File: config.mk
export PLATFORM = sky130hd
export DESIGN_NAME = fetch_stage_flat
export DESIGN_NICKNAME = d
export VERILOG_FILES = /design/src/rtl/fetch_stage_if.sv /design/src/rtl/fetch_stage.sv /design/src/flat_wrapper.sv
export SDC_FILE = /design/constraint.sdc
export NUM_CORES = 1
export LEC_CHECK = 0
export CAP_MARGIN = 25
export CORE_MARGIN = 2
export CORE_UTILIZATION = 47
export DETAILED_ROUTE_END_ITERATION = 16
export GPL_ROUTABILITY_DRIVEN = 0
export GPL_TIMING_DRIVEN = 0
export PLACE_DENSITY = 0.74
export SLEW_MARGIN = 20
export SYNTH_ARGS = -nofsm -noshare
export SYNTH_HDL_FRONTEND = slang
export SYNTH_SLANG_ARGS = --single-unit
File: constraint.sdc
create_clock -name clk -period 2.6 [get_ports clk]
set_input_delay 0.26 -clock clk [delete_from_list [all_inputs] [get_ports clk]]
set_output_delay 0.26 -clock clk [all_outputs]
set_load 0.02 [all_outputs]
File: src/rtl/fetch_stage_if.sv
// ---------------------------------------------------------------------------
// fetch_stage_if -- instruction memory bus between the fetch stage and imem.
//
// Signals:
//   ImemReq    fetch side -> memory : request valid
//   ImemAddr   fetch side -> memory : request address (32 bit)
//   ImemGnt    memory -> fetch side : request accepted this cycle
//   ImemRValid memory -> fetch side : read data valid (single-cycle strobe)
//   ImemRData  memory -> fetch side : instruction word (32 bit)
//
// Handshake: a request transfers on a rising edge where ImemReq and ImemGnt
// are both high; memory samples ImemAddr only on that cycle, so the address
// may change (or ImemReq may drop) while ungranted. ImemGnt is ignored when
// ImemReq is low. The response is a one-cycle ImemRValid strobe with no
// backpressure; the fetch side must take or drop it on that cycle.
//
// Modports: master = fetch stage, slave = instruction memory.
// ---------------------------------------------------------------------------
interface fetch_stage_if;
  logic        ImemReq;
  logic [31:0] ImemAddr;
  logic        ImemGnt;
  logic        ImemRValid;
  logic [31:0] ImemRData;

  modport master (
    output ImemReq, ImemAddr,
    input  ImemGnt, ImemRValid, ImemRData
  );

  modport slave (
    input  ImemReq, ImemAddr,
    output ImemGnt, ImemRValid, ImemRData
  );
endinterface

File: src/rtl/fetch_stage.sv
// ---------------------------------------------------------------------------
// fetch_stage -- instruction fetch with a single outstanding imem request,
// IF/ID pipeline register, one-entry hold buffer for decode stalls and
// redirect handling with a kill flag for in-flight responses.
//
// Parameters:
//   RESET_PC   first fetch address after reset
//   NOP_INSTR  word presented on Instr_ID when no valid instruction
//
// Ports:
//   clk, rst_n        clock, asynchronous active-low reset
//   imem              instruction memory bus (fetch_stage_if.master)
//   Stall_IF          no new request, PC holds
//   Stall_ID          IF/ID register holds
//   Redirect_EX       taken branch/jump from EX (wins over stalls)
//   RedirectPC_EX     redirect target
//   Valid_ID, Instr_ID, PC_ID, PCPlus4_ID   IF/ID register to decode
//   state_dbg         current FSM state (IDLE=0, REQ=1, WAIT=2, HOLD=3)
//
// Build option: define FETCH_BACK_TO_BACK_EN to issue the next request in
// the same cycle a response is delivered (1 instr/cycle on zero-wait
// memory). Undefined, the FSM goes back through REQ (1 instr per 2 cycles).
// ---------------------------------------------------------------------------
module fetch_stage #(
  parameter logic [31:0] RESET_PC  = 32'h0000_0000,
  parameter logic [31:0] NOP_INSTR = 32'h0000_0013
) (
  input  logic                 clk,
  input  logic                 rst_n,
  fetch_stage_if.master        imem,
  input  logic                 Stall_IF,
  input  logic                 Stall_ID,
  input  logic                 Redirect_EX,
  input  logic [31:0]          RedirectPC_EX,
  output logic                 Valid_ID,
  output logic [31:0]          Instr_ID,
  output logic [31:0]          PC_ID,
  output logic [31:0]          PCPlus4_ID,
  output logic [1:0]           state_dbg
);

  typedef enum logic [1:0] {
    S_IDLE = 2'd0,
    S_REQ  = 2'd1,
    S_WAIT = 2'd2,
    S_HOLD = 2'd3
  } state_t;

  state_t      state;
  logic [31:0] pc;
  logic [31:0] req_pc;
  logic        kill;
  logic [31:0] hold_instr;
  logic [31:0] hold_pc;

  logic        rsp_live;
  logic        deliver;
  logic        b2b_req;
  logic        fire;

  // A response that belongs to the current stream (not killed, not being
  // overridden by a redirect this very cycle).
  assign rsp_live = (state == S_WAIT) && imem.ImemRValid && !kill && !Redirect_EX;
  assign deliver  = rsp_live && !Stall_ID;

`ifdef FETCH_BACK_TO_BACK_EN
  assign b2b_req = deliver && !Stall_IF;
`else
  assign b2b_req = 1'b0;
`endif

  assign imem.ImemReq  = ((state == S_REQ) && !Stall_IF) || b2b_req;
  assign imem.ImemAddr = pc;
  assign fire          = imem.ImemReq && imem.ImemGnt;
  assign state_dbg     = state;

  always_ff @(posedge clk or negedge rst_n) begin
    if (!rst_n) begin
      state      <= S_IDLE;
      pc         <= RESET_PC;
      req_pc     <= RESET_PC;
      kill       <= 1'b0;
      hold_instr <= NOP_INSTR;
      hold_pc    <= 32'h0;
      Valid_ID   <= 1'b0;
      Instr_ID   <= NOP_INSTR;
      PC_ID      <= 32'h0;
      PCPlus4_ID <= 32'h0;
    end else begin
      // PC: redirect target beats sequential advance.
      if (Redirect_EX)
        pc <= RedirectPC_EX;
      else if (fire)
        pc <= pc + 32'd4;

      if (fire)
        req_pc <= pc;

      case (state)
        S_IDLE: state <= S_REQ;

        S_REQ: begin
          if (fire) begin
            state <= S_WAIT;
            // Redirect on the grant cycle: the granted fetch is stale.
            kill  <= Redirect_EX;
          end
        end

        S_WAIT: begin
          if (imem.ImemRValid) begin
            if (fire) begin
              // Back-to-back: delivered one response and issued the next.
              state <= S_WAIT;
              kill  <= 1'b0;
            end else if (kill || Redirect_EX) begin
              state <= S_REQ;
              kill  <= 1'b0;
            end else if (Stall_ID) begin
              state      <= S_HOLD;
              hold_instr <= imem.ImemRData;
              hold_pc    <= req_pc;
            end else begin
              state <= S_REQ;
            end
          end else if (Redirect_EX) begin
            kill <= 1'b1;
          end
        end

        S_HOLD: begin
          // Leaving HOLD on redirect simply abandons the buffered word.
          if (Redirect_EX || !Stall_ID)
            state <= S_REQ;
        end

        default: state <= S_IDLE;
      endcase

      // IF/ID register
      if (Redirect_EX) begin
        Valid_ID <= 1'b0;
        Instr_ID <= NOP_INSTR;
      end else if (deliver) begin
        Valid_ID   <= 1'b1;
        Instr_ID   <= imem.ImemRData;
        PC_ID      <= req_pc;
        PCPlus4_ID <= req_pc + 32'd4;
      end else if ((state == S_HOLD) && !Stall_ID) begin
        Valid_ID   <= 1'b1;
        Instr_ID   <= hold_instr;
        PC_ID      <= hold_pc;
        PCPlus4_ID <= hold_pc + 32'd4;
      end else if (!Stall_ID) begin
        Valid_ID <= 1'b0;
        Instr_ID <= NOP_INSTR;
      end
    end
  end

endmodule

File: src/flat_wrapper.sv
// flat-port wrapper written by rule: the top's interface ports become plain ports
module fetch_stage_flat 
#(
  parameter logic [31:0] RESET_PC  = 32'h0000_0000,
  parameter logic [31:0] NOP_INSTR = 32'h0000_0013
)
  (clk, rst_n, Stall_IF, Stall_ID, Redirect_EX, RedirectPC_EX, Valid_ID, Instr_ID, PC_ID, PCPlus4_ID, state_dbg, imem_ImemReq, imem_ImemAddr, imem_ImemGnt, imem_ImemRValid, imem_ImemRData);
  fetch_stage_if imem_i ();
  input  logic clk;
  input  logic rst_n;
  input  logic Stall_IF;
  input  logic Stall_ID;
  input  logic Redirect_EX;
  input  logic [31:0] RedirectPC_EX;
  output logic Valid_ID;
  output logic [31:0] Instr_ID;
  output logic [31:0] PC_ID;
  output logic [31:0] PCPlus4_ID;
  output logic [1:0] state_dbg;
  output wire logic [$bits(imem_i.ImemReq)-1:0] imem_ImemReq;
  output wire logic [$bits(imem_i.ImemAddr)-1:0] imem_ImemAddr;
  input wire logic [$bits(imem_i.ImemGnt)-1:0] imem_ImemGnt;
  input wire logic [$bits(imem_i.ImemRValid)-1:0] imem_ImemRValid;
  input wire logic [$bits(imem_i.ImemRData)-1:0] imem_ImemRData;
  assign imem_ImemReq = imem_i.ImemReq;
  assign imem_ImemAddr = imem_i.ImemAddr;
  assign imem_i.ImemGnt = imem_ImemGnt;
  assign imem_i.ImemRValid = imem_ImemRValid;
  assign imem_i.ImemRData = imem_ImemRData;
  fetch_stage #(.RESET_PC(RESET_PC), .NOP_INSTR(NOP_INSTR)) u_core (.clk(clk), .rst_n(rst_n), .imem(imem_i), .Stall_IF(Stall_IF), .Stall_ID(Stall_ID), .Redirect_EX(Redirect_EX), .RedirectPC_EX(RedirectPC_EX), .Valid_ID(Valid_ID), .Instr_ID(Instr_ID), .PC_ID(PC_ID), .PCPlus4_ID(PCPlus4_ID), .state_dbg(state_dbg));
endmodule
==> results of run 1 <==
[worst reg2reg max path, cell delays in order, from the launching register on]
cell and delay, ns:
dfrtp_2 0.44, ha_4 0.20, and3b_1 0.18, clkbuf_4 0.20, nand2_8 0.13, buf_6 0.16, nand2_1 0.09, nand2_1 0.13
ha_4 0.19, buf_6 0.15, o2111ai_1 0.15, xnor2_1 0.21, o21ai_0 0.11
[what timing repair did]
item / in CTS / in global routing
pin swaps: 2 / 3
gates resized for setup: 11 / 13
setup buffers: 3 / 2
hold endpoints to repair: 93 / 0
hold buffers: 1 / 0
setup endpoints to repair: 33 / 107
[cell type report]
type	count	area, um^2
Timing Repair Buffer	208	2120
Sequential cell	226	5660
Tap cell	280	350
Multi-Input combinational cell	740	4650
Buffer	63	314
Clock inverter	5	52.6
Clock buffer	39	738
Fill cell	1776	8040
Inverter	7	26.3
[registers in the layout, summed over array words and instances (netlist names)]
signal                flops
u_core.state_dbg          2
u_core.hold_instr        32
u_core.PC_ID             32
u_core.Valid_ID           1
u_core.kill               1
u_core.hold_pc           32
u_core.PCPlus4_ID        30
u_core.Instr_ID          32
u_core.req_pc            32
u_core.imem.ImemAddr     32
[stage by stage]
step                power (mW)  instance area, um^2  hold slack, ns  std cells  setup WS, ns
floorplan                 7.73                10600         -0.0356       1037        0.0163
detailed placement        9.86                13000           0.337       1519        -0.661
CTS                       13.3                13900           0.189       1567        0.0187
global placement          9.73                12900           0.464       1517         -8.19
finish                    13.3                13900           0.201       1568         0.125
global route              14.0                13900           0.215       1568       0.00156
[metal layers]
layer	global-route usage	vias up	wire length, um
met2	0.393	372	13800
met1	0.350	4328	13300
met4	0.0681	0	776
li1	-	4136	-
met3	0.0335	58	1740
met5	0	-	0
[report_power, final]
group / switching (mW) / internal (mW) / total, mW
registers: 1.09 / 4.66 / 5.75
logic: 2.17 / 1.98 / 4.15
clock network: 1.36 / 2.03 / 3.40
[cell families (layout without fill, tap and decap cells)]
| kind of cell | after synthesis | after routing | synth area share |
|---|---|---|---|
| buffers and inverters | 71 | 322 | 0.0303 |
| flip-flops | 226 | 226 | 0.535 |
| AND/OR/NAND/NOR | 418 | 418 | 0.180 |
| AO/OA/AOI/OAI | 160 | 160 | 0.0982 |
| adder cells (fa/ha/maj) | 5 | 5 | 0.00592 |
| XOR/XNOR | 60 | 60 | 0.0497 |
| multiplexers | 97 | 97 | 0.100 |
[worst paths after layout]
kind | to | cells after the start | slack, ns | start
setup / recovery | u_core.PCPlus4_ID[30] | 12 | 0.12 | u_core.state_dbg[1]
hold / removal | u_core.Valid_ID | 4 | 0.20 | Stall_ID
setup reg to reg | u_core.PCPlus4_ID[30] | 12 | 0.12 | u_core.state_dbg[1]
hold reg to reg | u_core.PC_ID[26] | 2 | 0.47 | u_core.PC_ID[26]
max in group asynchronous | u_core.hold_instr[4] | 3 | 1.37 | rst_n
min in group asynchronous | u_core.imem.ImemAddr[23] | 2 | 0.37 | rst_n
[layout by cell type (no fill, tap or decap), types with 6 or more instances in the layout]
master / netlist / layout
a21oi_1: 8 / 8
a222oi_1: 30 / 30
a31oi_1: 13 / 13
and3_1: 11 / 11
buf_1: 12 / 9
buf_2: 16 / 15
buf_4: 3 / 8
clkbuf_1: 30 / 35
clkbuf_16: 0 / 25
clkbuf_8: 0 / 6
clkdlybuf4s50_1: 0 / 199
dfrtp_1: 220 / 219
dfstp_2: 6 / 6
inv_1: 7 / 7
mux2_2: 65 / 65
mux2i_1: 27 / 27
nand2_1: 237 / 237
nand3_1: 29 / 29
nand4_1: 27 / 27
nor2_1: 67 / 67
nor3_1: 11 / 10
o21ai_0: 71 / 69
o21ai_1: 15 / 17
xnor2_1: 31 / 31
xor2_1: 29 / 29
==> results.ini, run 1 <==
[die]
die_h_um = 154
core_um2 = 22000
initial_core_util = 0.482
die_area_um2 = 23700
ios = 203
die_w_um = 154
rows = 54

[placed_design]
port_buffers = 200
dpl.hpwl_mm = 21.4

[synthesis]
synthArstFlopShare = 1.00
ys_ff_latch = 226
yosysMostFrequentCell = nand2_1
ys_types = 62
synth-seq-area-share = 0.535
synth_top_area_cell = dfrtp_1
synth.area.top_cells = dfrtp_1 52%, nand2_1 8.4%, mux2_2 6.9%
synth_edf_count = 0
yosys_warnings = 0
syn_area_um2 = 10600
yosysTopAreaCellShare = 0.521
ys.flop_type = dfrtp_1
synth_fp_nets = 1113
syn_inst = 1037
synth_common_cells = 237 x nand2_1, 220 x dfrtp_1, 71 x o21ai_0
avgSynthCellArea_um2 = 10.2

[critical_path]
crit_chain = ha_4 > and3b_1 > clkbuf_4 > nand2_8 > buf_6 > nand2_1 > nand2_1 > ha_4 > buf_6 > o2111ai_1 > xnor2_1 > o21ai_0
cpLargestDelayFamily = simple AND/OR/NAND/NOR gates
critPathLaunchType = flop
end_kind = flop
crit_required_ns = 2.97
path_max_fanout = 10
criticalPathCategory = reg -> reg
max_stage_delay_ns = 0.44
worst-path-buf-inv = 3
cp.arrival_ns = 2.84
cp_slowest_cell = dfrtp_2

[detailed_routing]
wl_mm = 29.6
drt_pass1_iterations = 7
drtIter0Drc = 850
drcViolationCount = 0
ant_nets = 0
vias = 8894
routedWlPerCell_um = 18.9
vias_per_cell = 5.67

[clocking]
clock_tree.buffer_depth = 3
htreeDepth = 1
cts_root_buffer = clkbuf_16
cts_num_sinks = 226
path_clk_slew_ns = 0.06
worst_skew_pair.late_latency_ns = 0.51
cts_tree = yes
cts_made_buffers = 24

[power_and_ir_drop]
power_density_nw_per_um2 = 955
ir_worst_vdd_mv = 0.714
power_leakage_nw = 5.93

[grt]
grt_pass1_wl_mm = 46.8
grt_usage = 0.244
grt_max_degree = 96
grt-ovfl-total = 0
grt_pass1_vias = 8475
antenna_found_initial = 0

[sta]
timing.fmax_mhz = 404
clock_skew_ns = 0.00993
finalCritPeriodShare = 0.952
finalCriticalPeriod_ns = 2.48
final-hold-violation-count = 0
setup_viol = 0
tightestPinTransition_ns = 0.734
slew_viol_final = 0
tns_ns = 0
rsz0062_at_grt = false
slew_headroom = 0.511

[job]
cap_viol_max_count = 0

[layout]
nets = 1346
post-route-util = 0.634
areaGrowthSynthToFinish_pct = 31.6
drive_above_1_share = 0.127
n_antenna_cell = 0

[run_status]
status = finished, final reports clean

[min_path]
holdCritPathClass = in -> reg

Power figures use the tool's default switching activity.
==> run 2: changes to the inputs <==
--- a/config.mk
+++ b/config.mk
@@ -6,7 +6,7 @@
 export NUM_CORES = 1
 export LEC_CHECK = 0
 export CAP_MARGIN = 25
-export CORE_MARGIN = 2
+export CORE_MARGIN = 1.5
 export CORE_UTILIZATION = 47
 export DETAILED_ROUTE_END_ITERATION = 16
 export GPL_ROUTABILITY_DRIVEN = 0
==> run 2 against run 1 <==
Compared with the run above:
- via count grew 0.20%
- largest power group unchanged
- final area decreased by 0.54%
- sequential share of layout area is 0.22 points higher
- largest cell class unchanged
- critical endpoint is now u_core.Instr_ID[21]
- register-to-register slack worse by 0.03 ns
- worst setup slack got worse by 0.029 ns
- critical path depth fell by 4
- non-clock buffer count fell by 1
- clock power is 4% lower
- routed wire length rose by 0.19%
==> results.ini, run 2 (synthesis results as in run 1) <==
[sta]
slew_viol_final = 0  ; unchanged
final-hold-violation-count = 0  ; unchanged
holdWs_ns = 0.184  ; -0.0173 ns
tightestPinTransition_ns = 0.654  ; -0.0795 ns
setup_viol = 0  ; unchanged
tns_ns = 0  ; unchanged
timing.fmax_mhz = 399  ; -1.2%
finalCriticalPeriod_ns = 2.50  ; +0.0290 ns
finalCritPeriodShare = 0.963  ; +0.0111
worst_slack_ns = 0.0957  ; -0.0290 ns
slew_headroom = 0.564  ; +0.0530
clock_skew_ns = 0.0145  ; +0.00455 ns

[detailed_routing]
drcViolationCount = 0  ; unchanged
wl_mm = 29.6  ; +0.19%
ant_nets = 0  ; unchanged
routedWlPerCell_um = 18.9  ; +0.32%
drt_pass1_iterations = 12  ; +5
vias_per_cell = 5.69  ; +0.33%
drtIter0Drc = 993  ; +17%
vias = 8912  ; +0.20%

[clocking]
cts_num_sinks = 226  ; unchanged
cts_made_buffers = 24  ; unchanged
path_clk_slew_ns = 0.06  ; about the same
cts_root_buffer = clkbuf_16
htreeDepth = 1  ; unchanged
clock_tree.buffer_depth = 3  ; unchanged
cts_tree = yes
worst_skew_pair.late_latency_ns = 0.52  ; about the same

[placed_design]
port_buffers = 200  ; unchanged
dpl.hpwl_mm = 21.5  ; +0.38%
place_ws_ns = -0.679  ; -0.0174 ns

[critical_path]
critPathLaunchType = flop
reg2reg_depth = 8  ; -4
end_kind = flop
criticalPathCategory = reg -> reg
crit_required_ns = 3.04  ; +0.07 ns
path_max_fanout = 10  ; unchanged
reg2reg_from = u_core.state_dbg[1]
r2r_setup_slack_ns = 0.1  ; -0.03 ns
r2r_end = u_core.Instr_ID[21]
cp.arrival_ns = 2.94  ; +0.10 ns

[layout]
final_cell_mix = 235 x nand2_1, 219 x dfrtp_1, 199 x clkdlybuf4s50_1
final_common_cell = nand2_1
nets = 1345  ; -0.074%
n_antenna_cell = 0  ; unchanged
drive_above_1_share = 0.127  ; +0.000197
post-route-util = 0.630  ; -0.00342
fillers = 1831  ; +3.1%
areaGrowthSynthToFinish_pct = 30.9

[die]
die_w_um = 153  ; -0.65%
ios = 203  ; unchanged
die_area_um2 = 23400  ; -1.3%
die_h_um = 153  ; -0.65%
rows = 54  ; unchanged
initial_core_util = 0.482  ; unchanged
core_um2 = 22000  ; unchanged

[grt]
grt_pass1_wl_mm = 46.9  ; +0.37%
grt-ovfl-total = 0  ; unchanged
grt_max_degree = 88  ; -8.3%
antenna_found_initial = 0  ; unchanged
grt_pass1_vias = 8711  ; +2.8%
grt_usage = 0.250  ; +0.00522

[power_and_ir_drop]
power_leakage_nw = 5.92  ; -0.10%
finalPower_mw = 13.2  ; -0.68%
power_density_nw_per_um2 = 954  ; -0.14%
ir_worst_vdd_mv = 0.498  ; -30%

[min_path]
holdCritPathClass = in -> reg
hold_path_end = u_core.Valid_ID
min_from = Stall_ID
whs_path_depth = 4  ; unchanged

[run_status]
status = finished, final reports clean

[job]
cap_viol_max_count = 0  ; unchanged

==> run 2: worst max-delay path by stage <==
stage | startpoint | to | slack (ns) | depth (start not counted)
floorplan | u_core.state_dbg[0] | u_core.PCPlus4_ID[10] | 0.02 | 13
global placement | rst_n | u_core.Instr_ID[26] | -8.24 | 1
detailed placement | imem_ImemRValid | u_core.PCPlus4_ID[30] | -0.68 | 11
CTS | u_core.state_dbg[1] | u_core.PCPlus4_ID[30] | 0.02 | 12
global route | u_core.state_dbg[0] | u_core.PCPlus4_ID[8] | -0.01 | 12
finish | u_core.state_dbg[1] | u_core.Instr_ID[21] | 0.1 | 8
==> run 2: power by group <==
group,total (mW),internal [mW],switching (mW)
Combinational,4.17,1.98,2.19
Sequential,5.76,4.66,1.10
Clock,3.28,1.90,1.38
==> run 2: worst max-delay path, cell delays in order (launching register included) <==
cell and delay, ns:
dfrtp_2 0.44, ha_4 0.20, nand3b_4 0.19, nor2_1 0.06
nor3b_1 0.47, buf_2 0.34, clkbuf_1 0.44, a222oi_1 0.14
nor2_1 0.14
==> run 2: layer usage <==
layer	vias to the layer above	share of wire	track usage	wire [um]
li1	4128	-	-	-
met2	379	0.46	0.395	13700
met3	62	0.065	0.0337	1940
met1	4343	0.44	0.355	13100
met4	0	0.029	0.0882	845
met5	-	0	0	0
==> run 2: stage by stage <==
step                cell area (um^2)  std cells
floorplan                      10600       1037
global placement               12900       1517
detailed placement             13000       1519
CTS                            13800       1563
global route                   13800       1566
finish                         13800       1566
==> run 2: timing repair <==
action	4_1_cts	5_1_grt
setup buffers	1	4
pin swaps	0	1
resized for setup	9	10
endpoints found under the setup margin	32	108
hold buffers	1	0
endpoints found under the hold margin	86	0
==> run 2: area by class of cell <==
| cell class | instances | area [um^2] | share of cell area |
|---|---|---|---|
| timing repair buffer | 208 | 2110 | 0.152 |
| clock buffer | 37 | 719 | 0.0520 |
| clock inverter | 6 | 41.3 | 0.00298 |
| sequential | 226 | 5660 | 0.409 |
| inverter | 7 | 26.3 | 0.00190 |
| multi-input combinational | 740 | 4640 | 0.335 |
| buffer | 62 | 297 | 0.0214 |
| tap | 280 | 350 | 0.0253 |
